[src/rtl/snn_pkg.sv]
// Shared types, default widths and helpers for the spiking neuron stages.
package snn_pkg;

  typedef enum logic {
    ST_INTEG  = 1'b0,
    ST_REFRAC = 1'b1
  } state_t;

  localparam int DEF_W_WIDTH = 4;
  localparam int DEF_V_WIDTH = 8;

  // Clamp a signed value into the range of a signed 'width'-bit number.
  function automatic logic signed [31:0] sat_signed(input logic signed [31:0] value,
                                                    input int unsigned       width);
    logic signed [31:0] hi;
    logic signed [31:0] lo;
    hi = (32'sd1 <<< (width - 1)) - 32'sd1;
    lo = -(32'sd1 <<< (width - 1));
    if (value > hi)
      return hi;
    else if (value < lo)
      return lo;
    else
      return value;
  endfunction

endpackage

[src/rtl/sat_accum.sv]
// Combinational saturating signed add of a membrane potential and a synaptic weight.
module sat_accum
  import snn_pkg::*;
#(
  parameter int W_WIDTH = DEF_W_WIDTH,
  parameter int V_WIDTH = DEF_V_WIDTH
) (
  input  logic [V_WIDTH-1:0] v_in,
  input  logic [W_WIDTH-1:0] weight,
  input  logic               en,
  output logic [V_WIDTH-1:0] sum
);

  logic signed [V_WIDTH:0] ext_v;
  logic signed [V_WIDTH:0] ext_w;
  logic signed [V_WIDTH:0] raw;
  logic signed [31:0]      clamped;

  always_comb begin
    ext_v   = (V_WIDTH+1)'($signed(v_in));
    ext_w   = en ? (V_WIDTH+1)'($signed(weight)) : '0;
    raw     = ext_v + ext_w;
    clamped = sat_signed(32'(raw), V_WIDTH);
    sum     = clamped[V_WIDTH-1:0];
  end

endmodule

[src/rtl/lif_neuron.sv]
// Leaky integrate-and-fire neuron: saturating integration, shift leak on tick,
// one-cycle spike on threshold crossing, then a tick-counted refractory hold-off.
module lif_neuron
  import snn_pkg::*;
#(
  parameter int W_WIDTH    = DEF_W_WIDTH,
  parameter int V_WIDTH    = DEF_V_WIDTH,
  parameter int THRESH     = 64,
  parameter int LEAK_SHIFT = 3,
  parameter int REFRAC     = 2
) (
  input  logic               clk,
  input  logic               rst_n,
  input  logic               in_valid,
  output logic               in_ready,
  input  logic [W_WIDTH-1:0] in_weight,
  input  logic               tick,
  output logic               spike_out,
  output logic [V_WIDTH-1:0] v_mem,
  output logic               refrac_active
);

  localparam int CW = (REFRAC > 1) ? $clog2(REFRAC + 1) : 1;
  localparam logic [CW-1:0]             REFRAC_LD = CW'(REFRAC);
  localparam logic signed [V_WIDTH-1:0] THR       = V_WIDTH'(THRESH);

  state_t                      state, state_n;
  logic signed [V_WIDTH-1:0]   v_reg, v_n;
  logic                        spike_n;
  logic [CW-1:0]               cnt, cnt_n;
  logic                        xfer;
  logic [V_WIDTH-1:0]          sum_raw;
  logic signed [V_WIDTH-1:0]   sum;
  logic signed [V_WIDTH-1:0]   lk;

  assign in_ready      = (state == ST_INTEG);
  assign refrac_active = (state == ST_REFRAC);
  assign v_mem         = v_reg;
  assign xfer          = in_valid && in_ready;

  sat_accum #(
    .W_WIDTH (W_WIDTH),
    .V_WIDTH (V_WIDTH)
  ) u_accum (
    .v_in   (v_reg),
    .weight (in_weight),
    .en     (xfer),
    .sum    (sum_raw)
  );

  // Leak is applied to the post-integration value so add, leak and compare
  // all resolve in the same cycle.
  always_comb begin
    sum = $signed(sum_raw);
    lk  = sum - (sum >>> LEAK_SHIFT);
  end

  always_comb begin
    state_n = state;
    v_n     = v_reg;
    spike_n = 1'b0;
    cnt_n   = cnt;
    unique case (state)
      ST_INTEG: begin
        if (tick) begin
          if (lk >= THR) begin
            spike_n = 1'b1;
            v_n     = '0;
            if (REFRAC > 0) begin
              state_n = ST_REFRAC;
              cnt_n   = REFRAC_LD;
            end
          end else begin
            v_n = lk;
          end
        end else begin
          v_n = sum;
        end
      end
      ST_REFRAC: begin
        v_n = '0;
        if (tick) begin
          cnt_n = cnt - CW'(1);
          if (cnt == CW'(1))
            state_n = ST_INTEG;
        end
      end
      default: begin
        state_n = ST_INTEG;
        v_n     = '0;
        cnt_n   = '0;
      end
    endcase
  end

  always_ff @(posedge clk or negedge rst_n) begin
    if (!rst_n) begin
      state     <= ST_INTEG;
      v_reg     <= '0;
      spike_out <= 1'b0;
      cnt       <= '0;
    end else begin
      state     <= state_n;
      v_reg     <= v_n;
      spike_out <= spike_n;
      cnt       <= cnt_n;
    end
  end

endmodule

[config.mk]
export PLATFORM = sky130hd
export DESIGN_NAME = lif_neuron
export DESIGN_NICKNAME = d
export VERILOG_FILES = /design/src/rtl/snn_pkg.sv /design/src/rtl/sat_accum.sv /design/src/rtl/lif_neuron.sv
export SDC_FILE = /design/constraint.sdc
export NUM_CORES = 1
export LEC_CHECK = 0
export ABC_AREA = 0
export CAP_MARGIN = 30
export CORE_MARGIN = 1
export CORE_UTILIZATION = 55
export DETAILED_ROUTE_END_ITERATION = 10
export DONT_BUFFER_PORTS = 1
export HOLD_SLACK_MARGIN = 0.15
export PLACE_DENSITY = 0.7
export REMOVE_ABC_BUFFERS = 1
export SLEW_MARGIN = 10
export SYNTH_ARGS = -nofsm -noshare
export SYNTH_HDL_FRONTEND = slang
export SYNTH_HIERARCHICAL = 1
export SYNTH_SLANG_ARGS = --single-unit
export TNS_END_PERCENT = 1
[constraint.sdc]
create_clock -name clk -period 5.2 [get_ports clk]
set_input_delay 0 -clock clk [delete_from_list [all_inputs] [get_ports clk]]
set_output_delay 0 -clock clk [all_outputs]
set_load 0.005 [all_outputs]
# After elaboration in Yosys (flattened, before gate mapping)

Index checks and enable logic that the tools add are counted.

Add/sub/neg operators: 3
Equal/unequal tests: 4
Mux-type cells: 16
$lt $le $gt $ge: 3
Bitwise gates (word level): 1
Reductions and logical operators: 2

Operator list:

| kind                  | count |
|---|---|
| $mux W8               | 4 |
| $pmux W8 S2           | 1 |
| $add A8 B9 Y9         | 1 |
| $gt A9 B8 Y1 const B  | 1 |
| $lt A9 B8 Y1 const B  | 1 |
| $mux W9               | 1 |
| $ge A8 B8 Y1 const B  | 1 |
| $sub A8 B5 Y8         | 1 |
| $mux W2               | 3 |
| $mux W1               | 5 |
| $ne A2 B1 Y1 const B  | 2 |
| $pmux W2 S2           | 1 |
| $reduce_and A3 Y1     | 1 |
| $eq A2 B1 Y1 const B  | 1 |
| $ne A2 B2 Y1 const B  | 1 |
| $pmux W1 S2           | 1 |
| $sub A2 B1 Y2 const B | 1 |
| $logic_and A1 B1 Y1   | 1 |
| $not A1 Y1            | 1 |

Logic and storage cells: 33
Output and inout port bits: 11
Register bits after elaboration: 12

# Depth between registers and ports, before layout

Gate-level depths: netlist of run 1.

Word-level depth: 12
Gate-level depth with buffers: 18
Gate-level depth less buffers: 18

# Hierarchy

Netlist of run 1, hierarchy kept.

Modules (own cells, without submodules):

| module     | cells an instance | area an instance (um^2) | instances | seq. area each (um^2) |
|---|---|---|---|---|
| lif_neuron | 88                | 865.8                   | 1         | 300.3 |
| sat_accum  | 49                | 434.2                   | 1         | 0.0 |

# Worst setup path after synthesis of run 1

Ideal clock, no wire load.

Kind: reg-to-reg
From: register state (netlist: refrac_active)
To: register cnt[1]
Data required time: 5072 ps
Cell stages (with the launch flop): 19
Arrival time: 4031 ps
Buffers on the path: 0
Period minus slack after synthesis: 4158 ps
Path slack: 1042 ps
Cell sequence: dfrtp_1 nor2b_1 and2_1 ha_1 fa_1 a21oi_1 o21ai_1 a21oi_2 mux2i_2 maj3_1 inv_1 ha_1 inv_1 fa_1 a21o_2 a221oi_4 mux2_4 o31ai_2 a21oi_1

Cells in the longest elaborated chain, start to end: 11
Elaborated cells between the ends (all ways): 15
Those cells by class: 2 x add/sub; 3 x order compare; 3 x eq/ne; 4 x mux; 1 x bitwise; 2 x reduce/logical

Ends and longest elaborated chain:

| what                          | RTL line          | source |
|---|---|---|
| from (decl)                   | lif_neuron.sv:27  | `state_t state, state_n;` |
| from (signal assigned)        | lif_neuron.sv:103 | `state <= state_n;` |
| $not A1 Y1 *                  | -                 |  |
| $logic_and A1 B1 Y1 *         | lif_neuron.sv:39  | `assign xfer = in_valid && in_ready;` |
| net xfer                      | lif_neuron.sv:31  | `logic xfer;` |
| $mux W9 *                     | sat_accum.sv:21   | `ext_w = en ? (V_WIDTH+1)'($signed(weight)) : '0;` |
| $add A8 B9 Y9 *               | sat_accum.sv:22   | `raw = ext_v + ext_w;` |
| $lt A9 B8 Y1                  | snn_pkg.sv:21     | `else if (value < lo)` |
| $mux W8                       | snn_pkg.sv:21     |  |
| $mux W8 *                     | snn_pkg.sv:19     | `if (value > hi)` |
| net sum[0]                    | lif_neuron.sv:33  | `logic signed [V_WIDTH-1:0] sum;` |
| $sub A8 B5 Y8 *               | lif_neuron.sv:55  | `lk = sum - (sum >>> LEAK_SHIFT);` |
| $ge A8 B8 Y1 *                | lif_neuron.sv:66  | `if (lk >= THR) begin` |
| $ne A2 B1 Y1 (no line) *      | -                 |  |
| $reduce_and A3 Y1 (no line) * | -                 |  |
| to (signal assigned)          | lif_neuron.sv:106 | `cnt <= cnt_n;` |
| to (decl)                     | lif_neuron.sv:30  | `logic [CW-1:0] cnt, cnt_n;` |

The timed path passes the listed nets; every way through them passes the cells marked *.
A chain may end at the register's enable or synchronous reset.

# Worst setup path in the final report of run 1

Ends and elaborated chain as after synthesis.

==> key figures, run 1 <==
CTS
  • Clock slew at reported path FFs: 70 ps
  • Root Driver: clkbuf_4
  • CTS max path bufs: 2
  • CTS resizes: 0
  • H-tree depth: 1
  • Clock Latency Late Sink: 260 ps
  • CTS Buf Count: 3
  • CTS tree: done
  • Clk sinks: 12

Layout
  • Commonest non-fill, non-tap cells in the layout: ha_1 (12), dfrtp_1 (12), inv_1 (11)
  • Diode count: 0
  • Nets: around 160
  • Layout cells sized above 1: 15.1%
  • Fill cell count: 205
  • Syn-to-layout area delta: 4.14%

Critical path
  • Req. time, crit path: about 5300 ps
  • Critical Path Start Type: flip-flop
  • Max FO, Critical Path: 8
  • Setup CP Type: flip-flop to flip-flop
  • Worst setup EP type: flip-flop
  • Worst Path Arrival: 4760 ps

Route
  • Routed WL: 2650 µm
  • Antenna-violating nets left: 0
  • Drt via density: 5.95
  • Via count: ~990
  • DRT Pass-1 Iters: 4
  • Drt initial violations: 10
  • Post-route DRC: 0
  • Routed wire per std cell: around 16 µm

GRT
  • Total GRT Usage: 22.8%
  • Largest net degree at the start of global routing: 13
  • Grt total ovfl: 0
  • Vias in the first global route: approximately 960
  • First-pass GRT wire length: 4410 µm
  • Antenna violations before repair: 0

Die
  • Core area: 0.00221 mm²
  • Die X: 50.6 µm
  • Die Ht: 50.6 µm
  • Initial Util: 58.8%
  • Io pins: 19
  • Rows: 17
  • Total Die Area: 0.00256 mm²

Synth
  • Sequential area share after synthesis: 23.1%
  • Yosys Warn Count: 6
  • Post-synthesis async set-or-reset flop share: 100%
  • Synthesized instance count: between 100 and 150
  • Main flop type after synthesis: dfrtp_1
  • Avg Cell Area, Syn: 9.49 µm²
  • Mapped cell area: 0.00130 mm²
  • Netlist cell types: 51
  • Post-synth EDFFs: 0
  • FF+latch count, synth: 12

Timing
  • Max Slew Vio Count: 0
  • Finish-stage setup viols: 0
  • Hold Slack: 154 ps
  • RSZ-0062 raised after global routing: no
  • Clock skew after layout: 2.39 ps
  • Fin crit share: 88.8%
  • Slew @ Worst Pin: 538 ps
  • Fmax: ~0.22 GHz
  • Hold Violations, Final: 0
  • Minimum clock period: 4620 ps
  • Max transition margin: 64.0%
  • Setup TNS: 0 ps

Run status
  • Status: completed

Place
  • Final HPWL from detailed placement: 2090 µm
  • Gpl congestion: 0.846
  • Buffers on Ports: 0

Worst hold path
  • Hold Crit Class: input pin to asynchronous set/reset pin

Run
  • MaxCap Viol Count: 0
worst max-delay path: stages, from the launching register on:
cell	delay [ps]
dfrtp_1	510
nor2b_1	140
and2_1	170
ha_1	210
fa_1	440
a21oi_1	190
o21ai_1	110
a21oi_2	140
mux2i_2	150
maj3_1	380
inv_1	70
ha_1	160
inv_1	50
fa_1	410
a21o_2	240
a221oi_4	340
mux2_4	380
o31ai_2	290
a21oi_1	120
sequential cells by signal (all words and copies together) (netlist names):
signal	count
v_mem	8
cnt	2
refrac_active	1
spike_out	1
synth_stat cells (all sizes together) (2+ instances only):
cell type	instances	area [µm²]
o41ai	3	26.3
nor3	2	10.0
xor2	3	33.8
nor2	9	33.8
nand2b	2	12.5
a211oi	3	35.0
nand3	3	15.0
ha	12	150
a21o	4	31.3
a21oi	7	42.5
nor4	3	33.8
o21ai	6	30.0
nand2	10	37.5
o31ai	2	20.0
dfrtp	12	300
a22o	2	17.5
and3	2	18.8
fa	2	40.0
and2	5	33.8
inv	11	41.3
nor2b	2	12.5
maj3	7	71.3
xnor2	6	52.6
buf	3	23.8
mux2i	3	33.8
metal layers:
layer  share of wire, %  up-vias  track usage, %
met3                3.1        0            3.33
met4                  0        0            4.17
met2                 51       17            40.4
met5                  0        -               0
met1                 46      473            29.3
li1                   -      504               -
cell type report:
type	count	area, µm²	share of cell area [%]
multi-input cells	111	935	69.0
flip-flops and latches	12	300	22.2
inverters	11	41.3	3.05
well taps	28	35.0	2.59
clock buffers	3	22.5	1.66
repair buffers	2	20.0	1.48
stage by stage:
stage	instance area (µm²)	utilization [%]	setup WS (ps)	std cells
after floorplan	1280	-	1040	134
after global placement	1310	59.3	737	162
after detailed placement	1310	59.3	643	162
after CTS	1350	61.2	616	167
after global routing	1350	61.2	305	167
final	1350	61.2	583	167
path summary, 6_finish.rpt:
check,start,endpoint,slack (ps),depth (start not counted)
max reg2reg,refrac_active,cnt[1],580,18
max,refrac_active,cnt[1],580,18
min in group clk,in_weight[0],v_mem[0],330,5
max in group asynchronous,rst_n,spike_out,4690,1
min reg2reg,cnt[0],cnt[0],520,1
min,rst_n,v_mem[2],150,1
cell families (layout without fill, tap and decap cells):
family / after synthesis / after routing / share of synthesized area (%)
flops: 12 / 12 / 23.1
buf+inv: 14 / 16 / 5.00
xor+xnor: 9 / 9 / 6.64
mux: 4 / 4 / 3.75
simple gates: 44 / 44 / 20.2
compound gates: 33 / 33 / 21.2
fa+ha+maj: 21 / 21 / 20.1
timing repair:
| item | 4_1_cts | 5_1_grt |
|---|---|---|
| hold buffers | 2 | 0 |
| buffers inserted | 0 | 0 |
| endpoints found under the hold margin | 24 | 0 |
Power of run 1 is left out: the tool's default activity adds up to more than one toggle a clock period on the data nets, which glitch-free logic cannot reach.
==> inputs of run 2 (changes only) <==
- BUFFER_PORTS_ARGS: not set -> -buffer_cell sky130_fd_sc_hd__buf_2
- CORE_UTILIZATION: 55 -> 45
- DONT_BUFFER_PORTS: 1 -> not set
- PLACE_DENSITY: 0.7 -> 0.65
==> key figures, run 2 (synthesis gave the netlist of run 1 again) <==
Layout
  • Final Core Density: 53.4%
  • Diode count: 0
  • Commonest non-fill, non-tap cell in the layout: buf_2
  • Layout cells sized above 1: 25.2%
  • Largest register FFs: 8
  • Final Non-Filler Cells: 190
  • Syn-to-layout area delta: 13.2%
  • Nets: 182
  • Commonest non-fill, non-tap cells in the layout: buf_2 (18), ha_1 (12), dfrtp_1 (12)

CTS
  • Clock slew at reported path FFs: 70 ps
  • CTS Buf Count: 3
  • Clock Latency Late Sink: between 200 and 300 ps
  • Post-CTS setup buffers: 0
  • H-tree depth: 1
  • CTS max path bufs: 2
  • Clk sinks: 12
  • CTS tree: done
  • Root Driver: clkbuf_4

Critical path
  • Req. time, crit path: 5300 ps
  • Worst Path Arrival: about 4800 ps
  • Flop-to-flop setup slack: ~450 ps
  • CP delay by family, top: compound AO/OA/AOI/OAI gates
  • Critical Path Max Stage Delay: about 520 ps
  • CP Cell Sequence: nor2b_1 -> and2_1 -> ha_1 -> a21oi_1 -> and2_2 -> a2bb2oi_2 -> xor2_2 -> maj3_1 -> inv_1 -> ha_1 -> inv_1 -> fa_1 -> a21o_2 -> a221oi_4 -> mux2_4 -> o41ai_1
  • Worst Path Buf+Inv: 2
  • Setup CP Type: flip-flop to flip-flop
  • Worst setup EP type: flip-flop
  • Critical Path Start Type: flip-flop
  • Max FO, Critical Path: 8
  • Worst setup endpoint: v_mem[0]
  • Crit-path slowest cell: o41ai_1
  • Worst reg2reg path depth: 16
  • Setup crit start: refrac_active
  • Worst R2R Start: refrac_active
  • Worst path depth: 16
  • FF-to-FF End: v_mem[0]

GRT
  • Total GRT Usage: 19.7%
  • First-pass GRT wire length: 4840 µm
  • Vias in the first global route: 1123
  • Largest net degree at the start of global routing: 13
  • Grt total ovfl: 0
  • Antenna violations before repair: 0

Timing
  • RSZ-0062 raised after global routing: no
  • Max transition margin: 65.0%
  • Minimum clock period: 4750 ps
  • Max Slew Vio Count: 0
  • Finish-stage setup viols: 0
  • Hold Slack: 441 ps
  • Setup TNS: 0 ps
  • Fin crit share: 91.3%
  • Clock skew after layout: 3.66 ps
  • Slew @ Worst Pin: 519 ps
  • Fmax: 0.211 GHz
  • Hold Violations, Final: 0

Route
  • Drt via density: slightly below 6
  • Antenna-violating nets left: 0
  • Drt initial violations: 35
  • Routed WL: 2830 µm
  • DRT Pass-1 Iters: 4
  • Routed wire per std cell: 14.9 µm
  • Via count: 1110
  • Post-route DRC: 0

Die
  • Core area: 0.00276 mm²
  • Total Die Area: 0.00311 mm²
  • Io pins: 19
  • Die X: 55.8 µm
  • Initial Util: 47.1%
  • Die Ht: between 50 and 60 µm
  • Rows: 19

Worst hold path
  • Hold Crit Class: input pin to flip-flop
  • Hold Crit Depth: 6
  • Min-delay src: in_weight[0]

Run
  • MaxCap Viol Count: 0

Run status
  • Status: completed

Place
  • Dpl cells: 183
  • Buffers on Ports: 18
  • Final HPWL from detailed placement: ~2300 µm
  • Gpl congestion: 0.797
run 2: cell type report:
cell class                 instances  area [µm²]
multi-input combinational        111         935
sequential                        12         300
tap                               31        38.8
clock buffer                       4        36.3
inverter                          11        41.3
timing repair buffer              21         120
fill                             257        1290
run 2: how the worst min path moves through the flow:
| stage | end |
|---|---|
| floorplan | cnt[0] |
| global placement | v_mem[1] |
| detailed placement | v_mem[1] |
| CTS | v_mem[0] |
| global route | v_mem[0] |
| finish | v_mem[0] |
run 2: worst reg2reg max path, delay by kind of cell (launching register included):
family	cells	cell delay (ps)
simple gates	3	730
mux	1	380
flops	1	460
fa+ha+maj	4	1270
xor+xnor	1	200
compound gates	5	1430
buf+inv	2	120
run 2: routing by layer:
metal  vias up  GRT usage [%]  routed length [µm]
li1        544              -                   -
met1       531           24.4                1290
met2        29           34.3                1390
met3         6           4.42                 105
met4         0           5.36                  51
met5         -              0                   0
run 2: per-stage QoR:
| stage | instance area, µm² | setup WS, ps |
|---|---|---|
| after global routing | 1470 | 232 |
| after floorplan | 1280 | 1040 |
| after detailed placement | 1410 | 576 |
| after CTS | 1470 | 567 |
| after global placement | 1410 | 783 |
| final | 1470 | 455 |
run 2: repair_timing:
item,in CTS,in global routing
endpoints found under the hold margin,16,0
hold buffers,3,0
resized for setup,0,0
Power of run 2 is left out for the same reason.
